File: config.mk
export PLATFORM = sky130hd
export DESIGN_NAME = fifo_wr_arbiter_flat
export DESIGN_NICKNAME = d
export VERILOG_FILES = /design/src/rtl/fifo_wr_arbiter_if.sv /design/src/rtl/fifo_wr_arbiter.sv /design/src/flat_wrapper.sv
export SDC_FILE = /design/constraint.sdc
export NUM_CORES = 1
export LEC_CHECK = 0
export ABC_AREA = 1
export ABC_CLOCK_PERIOD_IN_PS = 2200
export BUFFER_PORTS_ARGS = -buffer_cell sky130_fd_sc_hd__buf_2
export CAP_MARGIN = 10
export CELL_PAD_IN_SITES_DETAIL_PLACEMENT = 2
export CELL_PAD_IN_SITES_GLOBAL_PLACEMENT = 2
export CORE_UTILIZATION = 19
export DETAILED_ROUTE_END_ITERATION = 16
export GPL_TIMING_DRIVEN = 0
export PLACE_DENSITY_LB_ADDON = 0.1
export SYNTH_ARGS = -nofsm -noshare
export SYNTH_HDL_FRONTEND = slang
export SYNTH_SLANG_ARGS = --single-unit
File: constraint.sdc
create_clock -name clk -period 2.2 [get_ports clk]
set_input_delay 0.22 -clock clk [delete_from_list [all_inputs] [get_ports clk]]
set_output_delay 0.22 -clock clk [all_outputs]
set_load 0.005 [all_outputs]
File: src/rtl/fifo_wr_arbiter_if.sv
// Handshake and FIFO write bundle shared by the requesters, the write arbiter and the FIFO.
// slave: arbiter view; master: requester/FIFO environment view.
interface fifo_wr_arbiter_if #(
    parameter int NUM_REQ    = 4,
    parameter int ID_WIDTH   = 2,
    parameter int DATA_WIDTH = 8
);
    logic [NUM_REQ-1:0]            req_valid;
    logic [NUM_REQ-1:0]            req_last;
    logic [NUM_REQ*DATA_WIDTH-1:0] req_data;
    logic [NUM_REQ-1:0]            req_ready;
    logic                          fifo_full;
    logic                          fifo_wr_en;
    logic [DATA_WIDTH-1:0]         fifo_data;
    logic [ID_WIDTH-1:0]           fifo_wr_id;
    logic                          locked;

    modport slave (
        input  req_valid, req_last, req_data, fifo_full,
        output req_ready, fifo_wr_en, fifo_data, fifo_wr_id, locked
    );

    modport master (
        output req_valid, req_last, req_data, fifo_full,
        input  req_ready, fifo_wr_en, fifo_data, fifo_wr_id, locked
    );
endinterface

File: src/rtl/fifo_wr_arbiter.sv
// Round-robin arbiter sharing one FIFO write port among NUM_REQ producers, zero-cycle grant.
// Define ARB_LOCK_EN to add the burst-lock FSM (req_last, MAX_BURST forced release, locked).
module fifo_wr_arbiter #(
    parameter int NUM_REQ    = 4,
    parameter int ID_WIDTH   = 2,
    parameter int DATA_WIDTH = 8,
    parameter int MAX_BURST  = 4
) (
    input logic              clk,
    input logic              rst_n,
    fifo_wr_arbiter_if.slave bus
);

    logic [ID_WIDTH-1:0]           ptr_q, ptr_d;
    logic [ID_WIDTH-1:0]           rr_win;
    logic [ID_WIDTH-1:0]           win;
    logic [ID_WIDTH-1:0]           win_nxt;
    logic                          rr_vld;
    logic                          win_vld;
    logic                          xfer;
    logic [2*NUM_REQ-1:0]          vld_rot;
    logic [NUM_REQ-1:0]            vld_sh;
    logic [NUM_REQ*DATA_WIDTH-1:0] data_sh;
    int                            rr_idx;

    // Rotate valids so bit k corresponds to requester ptr+k; first set bit wins.
    always_comb begin
        rr_vld  = 1'b0;
        rr_win  = '0;
        rr_idx  = 0;
        vld_rot = {bus.req_valid, bus.req_valid} >> ptr_q;
        for (int k = 0; k < NUM_REQ; k++) begin
            if (!rr_vld && vld_rot[k]) begin
                rr_vld = 1'b1;
                rr_idx = int'(ptr_q) + k;
                if (rr_idx >= NUM_REQ) rr_idx = rr_idx - NUM_REQ;
                rr_win = ID_WIDTH'(rr_idx);
            end
        end
    end

`ifdef ARB_LOCK_EN
    localparam logic [0:0] S_IDLE = 1'b0;
    localparam logic [0:0] S_LOCK = 1'b1;

    logic [0:0]          state_q, state_d;
    logic [ID_WIDTH-1:0] own_q, own_d;
    logic [7:0]          beat_q, beat_d;
    logic [NUM_REQ-1:0]  last_sh;

    // While locked only the owner may be served; an idle owner leaves a bubble.
    assign win = (state_q == S_LOCK) ? own_q : rr_win;
`else
    logic unused_last;

    assign unused_last = ^bus.req_last;
    assign win         = rr_win;
`endif

    assign win_nxt = (int'(win) + 1 >= NUM_REQ) ? '0 : win + ID_WIDTH'(1);

    always_comb begin
        vld_sh  = bus.req_valid >> win;
        win_vld = vld_sh[0];
        data_sh = bus.req_data >> (int'(win) * DATA_WIDTH);
        xfer    = rst_n && win_vld && !bus.fifo_full;

        bus.req_ready  = xfer ? (NUM_REQ'(1) << win) : '0;
        bus.fifo_wr_en = xfer;
        bus.fifo_data  = xfer ? data_sh[DATA_WIDTH-1:0] : '0;
        bus.fifo_wr_id = xfer ? win : '0;
    end

`ifdef ARB_LOCK_EN
    always_comb begin
        state_d = state_q;
        own_d   = own_q;
        beat_d  = beat_q;
        ptr_d   = ptr_q;
        last_sh = bus.req_last >> win;
        if (xfer) begin
            if (state_q == S_IDLE) begin
                if (!last_sh[0] && MAX_BURST > 1) begin
                    state_d = S_LOCK;
                    own_d   = win;
                    beat_d  = 8'd1;
                end else begin
                    ptr_d = win_nxt;
                end
            end else if (!last_sh[0] && (int'(beat_q) + 1 < MAX_BURST)) begin
                beat_d = beat_q + 8'd1;
            end else begin
                // Release on last beat or when the burst hits MAX_BURST.
                state_d = S_IDLE;
                beat_d  = 8'd0;
                ptr_d   = win_nxt;
            end
        end
    end

    always_ff @(posedge clk or negedge rst_n) begin
        if (!rst_n) begin
            state_q <= S_IDLE;
            own_q   <= '0;
            beat_q  <= 8'd0;
        end else begin
            state_q <= state_d;
            own_q   <= own_d;
            beat_q  <= beat_d;
        end
    end

    assign bus.locked = rst_n && (state_q == S_LOCK);
`else
    assign ptr_d      = xfer ? win_nxt : ptr_q;
    assign bus.locked = 1'b0;
`endif

    always_ff @(posedge clk or negedge rst_n) begin
        if (!rst_n) ptr_q <= '0;
        else        ptr_q <= ptr_d;
    end

endmodule

File: src/flat_wrapper.sv
// flat-port wrapper written by rule: the top's interface ports become plain ports
module fifo_wr_arbiter_flat 
#(
    parameter int NUM_REQ    = 4,
    parameter int ID_WIDTH   = 2,
    parameter int DATA_WIDTH = 8,
    parameter int MAX_BURST  = 4
)
  (clk, rst_n, bus_req_valid, bus_req_last, bus_req_data, bus_fifo_full, bus_req_ready, bus_fifo_wr_en, bus_fifo_data, bus_fifo_wr_id, bus_locked);
  fifo_wr_arbiter_if #(.NUM_REQ(NUM_REQ), .ID_WIDTH(ID_WIDTH), .DATA_WIDTH(DATA_WIDTH)) bus_i ();
  input logic clk;
  input logic rst_n;
  input wire logic [$bits(bus_i.req_valid)-1:0] bus_req_valid;
  input wire logic [$bits(bus_i.req_last)-1:0] bus_req_last;
  input wire logic [$bits(bus_i.req_data)-1:0] bus_req_data;
  input wire logic [$bits(bus_i.fifo_full)-1:0] bus_fifo_full;
  output wire logic [$bits(bus_i.req_ready)-1:0] bus_req_ready;
  output wire logic [$bits(bus_i.fifo_wr_en)-1:0] bus_fifo_wr_en;
  output wire logic [$bits(bus_i.fifo_data)-1:0] bus_fifo_data;
  output wire logic [$bits(bus_i.fifo_wr_id)-1:0] bus_fifo_wr_id;
  output wire logic [$bits(bus_i.locked)-1:0] bus_locked;
  assign bus_i.req_valid = bus_req_valid;
  assign bus_i.req_last = bus_req_last;
  assign bus_i.req_data = bus_req_data;
  assign bus_i.fifo_full = bus_fifo_full;
  assign bus_req_ready = bus_i.req_ready;
  assign bus_fifo_wr_en = bus_i.fifo_wr_en;
  assign bus_fifo_data = bus_i.fifo_data;
  assign bus_fifo_wr_id = bus_i.fifo_wr_id;
  assign bus_locked = bus_i.locked;
  fifo_wr_arbiter #(.NUM_REQ(NUM_REQ), .ID_WIDTH(ID_WIDTH), .DATA_WIDTH(DATA_WIDTH), .MAX_BURST(MAX_BURST)) u_core (.clk(clk), .rst_n(rst_n), .bus(bus_i));
endmodule
Word level (Yosys, flattened, before mapping)
Index checks and enable logic that the tools add are counted.
W data, S select, Z words.
{"block": "classes", "add_sub_neg": 9, "magnitude_cmp": 5, "n_shift": 4, "n_mux": 15, "n_reduce_logical": 9}
{"operator": "$ge A32 B4 Y1 const B", "count": 1}
{"operator": "$shr A32 B5 Y8", "count": 1}
{"operator": "$mux W2", "count": 10}
{"operator": "$ge A3 B3 Y1 const B", "count": 3}
{"operator": "$mux W8", "count": 1}
{"operator": "$shr A8 B2 Y4", "count": 1}
{"operator": "$sub A2 B1 Y2 const B", "count": 4}
{"operator": "$add A2 B1 Y3 const B", "count": 2}
{"operator": "$add A2 B2 Y3 const B", "count": 2}
{"operator": "$logic_and A1 B1 Y1", "count": 5}
{"operator": "$logic_not A1 Y1", "count": 4}
{"operator": "$mux W4", "count": 1}
{"operator": "$shl A1 B2 Y4 const A", "count": 1}
{"operator": "$shr A4 B2 Y1", "count": 1}
{"operator": "$ge A2 B3 Y1 const B", "count": 1}
{"operator": "$mux W1", "count": 3}
{"operator": "$add A2 B1 Y2 const B", "count": 1}
{"block": "totals", "regBits": 2, "out_inout_bits": 16, "word_cells": 43}

Logic depth before layout (Yosys ltp)
{"block": "depth", "word_depth": 15, "ltp_mapped": 14}

Worst setup path after synthesis
OpenSTA, ideal clock, no wires.
{"block": "synth_timing", "kind": "register -> output", "from": "register u_core.ptr_q[0]", "to": "output bus_req_ready[3]", "t_arrival_ps": 1649, "required_time_ps": 1980, "path_slack_ps": 331, "path_stages_with_launch": 14, "path_cell_list": "dfrtp_1 inv_2 nand2_1 nand3_1 nand2_1 nor2_2 nand2_2 nand2_4 nand2_2 buf_6 inv_1 ha_1 inv_1 nor2_1"}
{"block": "synth_via", "elab_chain_len": 15, "elab_cells_between_ends": 34, "classes_between": "7 x add/sub; 4 x order compare; 3 x shift; 12 x mux; 8 x reduce/logical"}
{"item": "from (decl)", "line_no": "fifo_wr_arbiter.sv:14", "source": "logic [ID_WIDTH-1:0] ptr_q, ptr_d;"}
{"item": "from (signal assigned)", "line_no": "fifo_wr_arbiter.sv:121", "source": "else ptr_q <= ptr_d;"}
{"item": "parallel branches: the longest is 10 deep, another holds $add A2 B1 Y3"}
{"item": "$mux W2 (*)", "line_no": "fifo_wr_arbiter.sv:33", "source": "if (!rr_vld && vld_rot[k]) begin"}
{"item": "$shr A4 B2 Y1", "line_no": "fifo_wr_arbiter.sv:63", "source": "vld_sh = bus.req_valid >> win;"}
{"item": "$logic_and A1 B1 Y1 (2 in series)", "line_no": "fifo_wr_arbiter.sv:66", "source": "xfer = rst_n && win_vld && !bus.fifo_full;"}
{"item": "$mux W4 (*)", "line_no": "fifo_wr_arbiter.sv:68", "source": "bus.req_ready = xfer ? (NUM_REQ'(1) << win) : '0;"}
{"item": "to (decl)", "line_no": "flat_wrapper.sv:17", "source": "output wire logic [$bits(bus_i.req_ready)-1:0] bus_req_ready;"}
Every way passes the cells marked *.

Final worst setup path
{"block": "layout_timing", "from": "register u_core.ptr_q[0]", "to": "output bus_fifo_wr_id[1]"}
{"block": "layout_via", "elab_chain_len": 15, "elab_cells_between_ends": 33, "classes_between": "7 x add/sub; 4 x order compare; 2 x shift; 12 x mux; 8 x reduce/logical"}
{"item": "parallel branches: the longest is 10 deep, another holds $add A2 B1 Y3"}
{"item": "$mux W2 (*)", "line_no": "fifo_wr_arbiter.sv:33"}
{"item": "$shr A4 B2 Y1", "line_no": "fifo_wr_arbiter.sv:63"}
{"item": "$logic_and A1 B1 Y1 (2 in series)", "line_no": "fifo_wr_arbiter.sv:66"}
{"item": "$mux W2 (*)", "line_no": "fifo_wr_arbiter.sv:71", "source": "bus.fifo_wr_id = xfer ? win : '0;"}
{"item": "to (decl)", "line_no": "flat_wrapper.sv:20", "source": "output wire logic [$bits(bus_i.fifo_wr_id)-1:0] bus_fifo_wr_id;"}
Marks and branches as above.

==> out/metrics.cfg <==
[cts]
clk_pin_slew_worst_paths_ns = 0.03
clock_latency_ns = 0.21
tritoncts = built
clock-sinks = 2
cts_buffer_depth = 2
cts_inserted_buffers = 3
clockRootBuffer = clkbuf_8
htreeDepth = 1

[placement]
dp_hpwl_um = 3070
globalplace.congestion = 0.825
placedCellCount = 294
port_buffers = 53
place_ws_ns = -0.0812

[final_layout]
largest_register_ffs = 2
regMostFlops = u_core.ptr_q
final_cells = 317
drive_gt1_frac = 0.600
final_cell_mix = buf_2, nand2_1, inv_1
reg_top3 = u_core.ptr_q (2)
antenna_cells = 0
syn2layout_area_growth_pct = 92.9
final_common_cell = buf_2
fin_nets = 299

[sta]
totalNegativeSetupSlack_ns = -0.784
drv_slew = 0
finalCritPeriodShare = 1.04
setup_ws_ns = -0.0918
fmaxAchievable_mhz = 436
setup_violations = 14
min_period_ns = 2.29
holdWs_ns = 0.339
fin_skew_ns = 0.00589
timing_hold_violations_final = 0
rsz0062_at_grt = true

[grt]
grt_use_total = 0.178
grt_pass1_vias = 1616
overflow = 0
grt_pass1_wl_um = 7370
antenna_found_initial = 0
grt_start_max_net_pins = 12

[power_and_ir_drop]
ir_drop_uv = 492
power_mw = 3.51
powerDensity_mw_per_mm2 = 1910
p_leak_nw = 1.00

[run]
max_cap_viol_count = 0

[synth]
synth_nets = 221
ys_seq_area_frac = 0.0526
synthCells = 174
synth_seq_cells = 2
synth.distinct_cells = 21
synth_area_um2 = 951
avgSynthCellArea_um2 = 5.47
yosysWarnings = 0

[detailed_routing]
vias_per_cell = 4.40
num_vias = 1394
finalWirelength_um = 4450
dr.pass1.iters = 3
remaining_drc_errors = 0
ant_nets = 0
dr.first_iter.drc_count = 32
wire_per_inst_um = 14.0

[die]
ioPinCount = 59
coreArea_mm2 = 0.00475
fp.dieArea_mm2 = 0.00529
start_util = 0.200
fp-row-count = 25
die_h_um = 72.7
die_x_um = 72.7

[setup_path]
cp.required_ns = 1.98
r2r-start = u_core.ptr_q[0]
critPathKind = flip-flop to output pin
arrival_ns = 2.07
rrSetupSlack_ns = 0.20
endpoint_kind = output pin
worstPathMaxFanout = 5
endpoint = bus_fifo_wr_id[1]
startpoint_type = flip-flop
worst_r2r_endpoint = u_core.ptr_q[1]
critPathLaunch = u_core.ptr_q[0]
rr_worst_depth = 13

[status]
outcome = finished, violations left
violations = setup timing

[min_path]
worstHoldPathType = input pin to async pin

-- power by group --
group	leakage [nW]	switching (mW)	internal (mW)
clock	0.0216	0.0294	0.116
sequential	0.0236	0.0211	0.0572
combinational	0.959	1.85	1.44
total	1.00	1.90	1.61
-- cells in the mapped netlist, drive strengths merged --
cell type / n / area share
a21oi: 12 / 0.10
ha: 4 / 0.053
nand3b: 9 / 0.071
dfrtp: 2 / 0.053
inv: 25 / 0.099
buf: 9 / 0.084
nand3: 31 / 0.17
conb: 1 / 0.0039
o21ai: 1 / 0.0053
nor2: 8 / 0.039
xnor2: 1 / 0.0092
nand2: 71 / 0.31
-- worst min-delay path by stage --
| stage | from | endpoint | slack, ns | cells past startpoint |
|---|---|---|---|---|
| after floorplan | rst_n | u_core.ptr_q[0] | -0.08 | 0 |
| after global placement | rst_n | u_core.ptr_q[1] | 0.01 | 1 |
| after global routing | rst_n | u_core.ptr_q[1] | 0.35 | 2 |
| final | rst_n | u_core.ptr_q[1] | 0.34 | 2 |
| after detailed placement | rst_n | u_core.ptr_q[0] | 0.02 | 1 |
| after CTS | rst_n | u_core.ptr_q[1] | 0.34 | 2 |
-- kinds of logic (layout without fill, tap and decap cells) --
family,Yosys count,after routing,synth area share
compound gates,13,13,0.108
xor+xnor,1,1,0.00921
fa+ha+maj,4,4,0.0526
buf+inv,34,110,0.183
flops,2,2,0.0526
other cells,1,1,0.00394
simple gates,119,119,0.591
-- worst max-delay path, cell delays in order, from the launching register on --
cell and delay, ns:
dfrtp_2 0.43, buf_6 0.13, nand2_2 0.08, nand3_2 0.08, nand2_4 0.11, nor2_4 0.06
buf_6 0.11, nand3b_1 0.12, nand2_4 0.11, buf_6 0.14, buf_16 0.13, a21oi_2 0.14
nand2_1 0.06, inv_1 0.05, buf_2 0.10
-- per-layer routing --
metal	vias to the layer above	wire (um)	track usage
met3	2	158	0.0152
met5	-	0	0
li1	697	-	-
met4	0	19	0.0261
met1	661	1800	0.193
met2	34	2470	0.372
-- metrics by stage --
stage / util / area (um2)
5_1_grt: 0.386 / 1830
6_report: 0.386 / 1830
2_1_floorplan: - / 951
3_5_place_dp: 0.273 / 1300
3_3_place_gp: 0.273 / 1300
4_1_cts: 0.378 / 1800
-- layout make-up --
cell class | count | area (um2)
Buffer | 8 | 83.8
Multi-Input combinational cell | 138 | 968
Tap cell | 67 | 83.8
Sequential cell | 2 | 51.3
Timing Repair Buffer | 74 | 494
Clock buffer | 3 | 41.3
Inverter | 25 | 111
Fill cell | 586 | 2920
-- repair_timing --
action	4_1_cts	5_1_grt
resized for setup	68	12
hold endpoints to repair	2	0
hold buffers	1	0
setup endpoints to repair	15	15
setup buffers	16	1
pin swaps	30	6
gates cloned	3	0
Power figures use the tool's default switching activity.
